<file path="src/rtl/equalizer_pkg.sv">
// Shared widths, complex sample types and the product sign-extension helper
// for the equalizer conjugate-multiply stage.
package equalizer_pkg;

    localparam int IN_W       = 16;
    localparam int PROD_W     = 22;
    localparam int OUT_W      = PROD_W + 1;
    localparam int TAG_W      = 6;
    localparam int NUM_SC     = 48;
    localparam int CNT_W      = $clog2(NUM_SC + 1);
    localparam int SIDE_DEPTH = 4;

    typedef struct packed {
        logic signed [IN_W-1:0] re;
        logic signed [IN_W-1:0] im;
    } cplx_in_t;

    typedef struct packed {
        logic signed [OUT_W-1:0] re;
        logic signed [OUT_W-1:0] im;
    } cplx_out_t;

    typedef struct packed {
        logic             valid;
        logic [TAG_W-1:0] tag;
        logic             last;
    } side_t;

    function automatic logic signed [OUT_W-1:0] sext_prod(input logic signed [PROD_W-1:0] p);
        return {{(OUT_W - PROD_W){p[PROD_W-1]}}, p};
    endfunction

endpackage

</file>
<file path="src/rtl/equalizer_cmul_side_dly.sv">
// Enabled delay line carrying {valid, tag, last} alongside the arithmetic
// pipeline so the sideband lines up with the sum register.
module equalizer_cmul_side_dly
    import equalizer_pkg::*;
(
    input  logic  clk,
    input  logic  reset_n,
    input  logic  en_i,
    input  side_t side_i,
    output side_t side_o
);

    side_t [SIDE_DEPTH-1:0] stage_q;

    always_ff @(posedge clk or negedge reset_n) begin
        if (!reset_n) begin
            stage_q <= '0;
        end else if (en_i) begin
            stage_q <= {stage_q[SIDE_DEPTH-2:0], side_i};
        end
    end

    assign side_o = stage_q[SIDE_DEPTH-1];

endmodule

</file>
<file path="src/rtl/equalizer_mul16s.sv">
// 16s x 16s multiplier keeping the low PROD_W bits, three clock-enabled
// register stages: operand, raw product, output product.
module equalizer_mul16s
    import equalizer_pkg::*;
(
    input  logic                     clk,
    input  logic                     reset_n,
    input  logic                     ce_i,
    input  logic signed [IN_W-1:0]   a_i,
    input  logic signed [IN_W-1:0]   b_i,
    output logic signed [PROD_W-1:0] p_o
);

    logic signed [IN_W-1:0]   a_q;
    logic signed [IN_W-1:0]   b_q;
    logic signed [PROD_W-1:0] tmp_q;
    logic signed [PROD_W-1:0] p_q;

    // Low bits of a two's-complement product do not depend on extension width,
    // so truncating inside the cast gives the wrapped PROD_W result directly.
    always_ff @(posedge clk or negedge reset_n) begin
        if (!reset_n) begin
            a_q   <= '0;
            b_q   <= '0;
            tmp_q <= '0;
            p_q   <= '0;
        end else if (ce_i) begin
            a_q   <= a_i;
            b_q   <= b_i;
            tmp_q <= PROD_W'(a_q * b_q);
            p_q   <= tmp_q;
        end
    end

    assign p_o = p_q;

endmodule

</file>
<file path="src/rtl/equalizer_cmul_conj.sv">
// Streaming y = x * conj(h) with valid/ready flow control, tag pass-through
// and a sticky per-symbol subcarrier count check.
module equalizer_cmul_conj
    import equalizer_pkg::*;
(
    input  logic                    clk,
    input  logic                    reset_n,
    input  logic                    s_valid,
    output logic                    s_ready,
    input  logic signed [IN_W-1:0]  x_re,
    input  logic signed [IN_W-1:0]  x_im,
    input  logic signed [IN_W-1:0]  h_re,
    input  logic signed [IN_W-1:0]  h_im,
    input  logic [TAG_W-1:0]        s_tag,
    input  logic                    s_last,
    output logic                    m_valid,
    input  logic                    m_ready,
    output logic signed [OUT_W-1:0] y_re,
    output logic signed [OUT_W-1:0] y_im,
    output logic [TAG_W-1:0]        m_tag,
    output logic                    m_last,
    output logic                    len_err,
    input  logic                    len_err_clr
);

    localparam logic [CNT_W-1:0] LAST_IDX = CNT_W'(NUM_SC - 1);

    // Handshake: a beat moves on a cycle where valid & ready. The whole pipeline
    // shares one enable, so a stalled output freezes every stage including
    // bubbles, and s_ready is that enable with no path from s_valid.
    logic en;
    assign en      = ~m_valid | m_ready;
    assign s_ready = en;

    cplx_in_t x_c;
    cplx_in_t h_c;
    assign x_c = '{re: x_re, im: x_im};
    assign h_c = '{re: h_re, im: h_im};

    logic signed [PROD_W-1:0] p0;
    logic signed [PROD_W-1:0] p1;
    logic signed [PROD_W-1:0] p2;
    logic signed [PROD_W-1:0] p3;

    equalizer_mul16s u_mul_p0 (.clk(clk), .reset_n(reset_n), .ce_i(en), .a_i(x_c.re), .b_i(h_c.re), .p_o(p0));
    equalizer_mul16s u_mul_p1 (.clk(clk), .reset_n(reset_n), .ce_i(en), .a_i(x_c.im), .b_i(h_c.im), .p_o(p1));
    equalizer_mul16s u_mul_p2 (.clk(clk), .reset_n(reset_n), .ce_i(en), .a_i(x_c.im), .b_i(h_c.re), .p_o(p2));
    equalizer_mul16s u_mul_p3 (.clk(clk), .reset_n(reset_n), .ce_i(en), .a_i(x_c.re), .b_i(h_c.im), .p_o(p3));

    side_t side_in;
    side_t side_out;
    assign side_in = '{valid: s_valid, tag: s_tag, last: s_last};

    equalizer_cmul_side_dly u_side_dly (
        .clk     (clk),
        .reset_n (reset_n),
        .en_i    (en),
        .side_i  (side_in),
        .side_o  (side_out)
    );

    cplx_out_t y_d;
    cplx_out_t y_q;

    always_comb begin
        y_d.re = sext_prod(p0) + sext_prod(p1);
        y_d.im = sext_prod(p2) - sext_prod(p3);
    end

    always_ff @(posedge clk or negedge reset_n) begin
        if (!reset_n) begin
            y_q <= '0;
        end else if (en) begin
            y_q <= y_d;
        end
    end

    assign m_valid = side_out.valid;
    assign m_tag   = side_out.tag;
    assign m_last  = side_out.last;
    assign y_re    = y_q.re;
    assign y_im    = y_q.im;

    logic             hs;
    logic             len_set;
    logic [CNT_W-1:0] sc_cnt_d;
    logic [CNT_W-1:0] sc_cnt_q;
    logic             len_err_d;
    logic             len_err_q;

    assign hs = m_valid & m_ready;

    // A set condition in the same cycle as a clear request leaves the flag set.
    always_comb begin
        sc_cnt_d  = sc_cnt_q;
        len_err_d = len_err_q;
        len_set   = 1'b0;
        if (hs) begin
            if (m_last) begin
                len_set  = (sc_cnt_q != LAST_IDX);
                sc_cnt_d = '0;
            end else if (sc_cnt_q == LAST_IDX) begin
                len_set  = 1'b1;
                sc_cnt_d = '0;
            end else begin
                sc_cnt_d = sc_cnt_q + 1'b1;
            end
        end
        if (len_err_clr) begin
            len_err_d = 1'b0;
        end
        if (len_set) begin
            len_err_d = 1'b1;
        end
    end

    always_ff @(posedge clk or negedge reset_n) begin
        if (!reset_n) begin
            sc_cnt_q  <= '0;
            len_err_q <= 1'b0;
        end else begin
            sc_cnt_q  <= sc_cnt_d;
            len_err_q <= len_err_d;
        end
    end

    assign len_err = len_err_q;

endmodule

</file>
<file path="config.mk">
export PLATFORM = sky130hd
export DESIGN_NAME = equalizer_cmul_conj
export DESIGN_NICKNAME = d
export VERILOG_FILES = /design/src/rtl/equalizer_pkg.sv /design/src/rtl/equalizer_cmul_side_dly.sv /design/src/rtl/equalizer_mul16s.sv /design/src/rtl/equalizer_cmul_conj.sv
export SDC_FILE = /design/constraint.sdc
export NUM_CORES = 2
export LEC_CHECK = 0
export CAP_MARGIN = 20
export CORE_ASPECT_RATIO = 0.9
export CORE_MARGIN = 5
export CORE_UTILIZATION = 59
export CTS_BUF_LIST = sky130_fd_sc_hd__clkbuf_16
export DETAILED_ROUTE_END_ITERATION = 8
export PLACE_DENSITY = 0.76
export SYNTH_ARGS = -nofsm -noshare
export SYNTH_HDL_FRONTEND = slang
export SYNTH_HIERARCHICAL = 1
export SYNTH_SLANG_ARGS = --single-unit
export TNS_END_PERCENT = 100
</file>
<file path="constraint.sdc">
create_clock -name clk -period 5.5 [get_ports clk]
set_clock_uncertainty 0.15 [all_clocks]
set_input_delay 1.1 -clock clk [delete_from_list [all_inputs] [get_ports clk]]
set_output_delay 1.1 -clock clk [all_outputs]
set_load 0.005 [all_outputs]
</file>
==> run metrics <==
antenna violations before repair=5; gr usage total=28.6%; Max-Cap Viols=0; Warnings, synthesis=6; CTS buffer count=47; most frequent cells in the layout=inv_1, fa_1, nand2_1, buf_4, and2_1; ys flop type=dfrtp_1; Reg area=9810 um^2; Die Area=81300 um^2; final worst path period share=106%; Die Y=271 um; die width=300 um; fin. max-slew vios=0; Core Area=74900 um^2; Multi-input gate area=32000 um^2; Final Hold Viols=0; vias=32500; clock slew at reported path FFs=0.06 ns; # hold bufs at CTS=0; number of synthesized flops with an enable pin=0; WL final=115000 um; DRC=0; DRT iter0 DRCs=1834; worst skew pair latency=0.62 ns; slowest stage cell, crit path=fa_1; Seq/Total Area, Yosys=21.8%; placed insts=5810; root buffer cell=clkbuf_16; top-area cell type share of the netlist area=29.1%; CP max stage delay=0.57 ns; Synth area leaders=fa_1, dfrtp_1, ha_1, inv_1, mux2_2; Nets=6036; Final ANT Viol Nets=0; count of input and output buffers=131; dominant cell type by area after synthesis=fa_1; DRT Pass-1 Iters=6; # fillers=5207; fin cells=5990; CTS tree=done; Async SR Flop Fraction=100%; CP required=5.84 ns; worst-path cell chain=buf_4 > buf_4 > and2_1 > fa_1 > fa_1 > fa_1 > fa_1 > fa_1 > inv_1 > fa_1 > inv_1 > ha_1 > or3_1 > o311a_1 > or3_1 > a31o_1; drt via density=5.42; Post-Syn Area=44700 um^2; HPWL Detailed=89700 um; CP endpoint kind=register; syn nets=5527; share of cells above drive strength 1=24.2%; Cells after Synth=4472; Final Instance Area=53700 um^2; Remaining Overflow, GRT=0; commonest non-fill, non-tap cell in the layout=inv_1; status=finished with violations; Placed Instance Area=49900 um^2; GPL Wtd Cong=0.934; Syn Area/Cell=9.99 um^2; H-tree depth=2; nature of the critical path startpoint=register; Final WS setup=-0.305 ns; Routed wire per std cell=19.2 um; failing checks=negative setup slack; Final setup viols=27; DP Worst Slack=-0.458 ns; clock sink count=389; io pins=132; vias in the first global route=35100; clock tree buffer depth=3; Tightest Pin Transition=1.03 ns; FP Rows=95; initial core utilization=59.6%; R2R Setup Slk=-0.30 ns; Unique masters post-synth=88; CP arrival=6.14 ns; first-pass GRT wire length=186000 um; Seq cells post-synth=389; Hold/Removal Path Class=register to register; Layout area overhead=20.3%; most used cell, CP=fa_1; CP max FO=9; Crit Path Class=register to register; Rel. slew slack=31.1%; unrepaired setup endpoints after global routing=yes; fmax=0.172 GHz; Final min period=5.80 ns; largest net degree at the start of global routing=152
cell type report:
class,instances,share of cell area (%)
inverter,913,6.39
clock inverter,40,0.871
tap,970,2.26
multi-input combinational,2983,59.5
sequential,389,18.3
clock buffer,47,2.19
antenna,1,0.00466
timing repair buffer,647,10.5
what timing repair did:
action / CTS / global route
setup endpoints to repair: 36 / 43
buffers inserted: 69 / 33
pin swaps: 129 / 153
resized for setup: 202 / 160
per-layer routing:
| metal | GRT usage (%) | up-vias | routed length [um] |
|---|---|---|---|
| li1 | - | 14800 | - |
| met1 | 37.8 | 16400 | 47100 |
| met2 | 45.7 | 994 | 53700 |
| met3 | 5.45 | 291 | 7140 |
| met4 | 14.1 | 8 | 7000 |
| met5 | 0 | - | 56 |
per-stage QoR:
stage	utilization [%]	hold WS, ns	TNS (ns)
after floorplan	-	0.287	-0.584
after global placement	66.7	0.311	-7.11
after detailed placement	66.7	0.316	-9.38
after CTS	70.6	0.328	-3.92
after global routing	71.7	0.348	-10.27
final	71.7	0.324	-4.51
cell usage after synthesis, drive strengths merged, types with 4 or more instances:
cell / count
a211oi: 25
o22ai: 4
o21bai: 21
and3: 12
o311ai: 4
and2: 415
nor3b: 6
dfrtp: 389
xnor3: 7
or3: 21
o21ai: 71
o221ai: 5
a211o: 5
xor2: 28
o31ai: 13
mux2: 295
o2111ai: 8
nor3: 29
buf: 30
o211ai: 10
ha: 329
a31oi: 5
o311a: 4
a21o: 47
nand4: 6
clkbuf: 157
nor4: 4
a311oi: 4
a21oi: 108
nand2: 484
nor2: 97
nand3: 34
nor2b: 6
xnor2: 136
nand2b: 18
nand4b: 4
fa: 650
inv: 913
o41ai: 5
o21a: 24
sequential cells by signal, summed over array words and instances, names as in the netlist, 22 cells and up:
name,count
y_im,23
u_mul_p3/tmp_q,22
u_mul_p2/p_o,22
u_side_dly/stage_q,24
u_mul_p1/p_o,22
u_mul_p1/tmp_q,22
u_mul_p3/p_o,22
u_mul_p0/p_o,22
u_mul_p0/tmp_q,22
y_re,23
u_mul_p2/tmp_q,22
logic make-up after synthesis:
| logic type | after synthesis | share of synthesized area, % |
|---|---|---|
| flip-flops | 389 | 21.8 |
| AND/OR/NAND/NOR | 1142 | 12.7 |
| buffers and inverters | 1100 | 9.49 |
| AO/OA/AOI/OAI | 392 | 6.22 |
| XOR/XNOR | 174 | 3.73 |
| adder cells (fa/ha/maj) | 979 | 38.3 |
| multiplexers | 296 | 7.71 |
worst max-delay path, delay by kind of cell, from the launching register on:
kind / cells / cell delay [ns]
fa+ha+maj: 7 / 3.38
flops: 1 / 0.49
buf+inv: 4 / 0.40
simple gates: 3 / 0.76
compound gates: 2 / 0.51
path summary, 6_finish.rpt:
check | from | to | cells past startpoint
setup / recovery | u_mul_p0/a_q[5] | u_mul_p0/tmp_q[20] | 16
hold / removal | y_im[6] | y_im[6] | 2
setup reg to reg | u_mul_p0/a_q[5] | u_mul_p0/tmp_q[20] | 16
hold reg to reg | y_im[6] | y_im[6] | 2
max in group asynchronous | reset_n | u_mul_p3/a_q[6] | 2
min in group asynchronous | reset_n | u_mul_p0/a_q[2] | 1
Power is not shown: default switching activity piles up to over one toggle a cycle in this logic, so the estimate is an artifact.
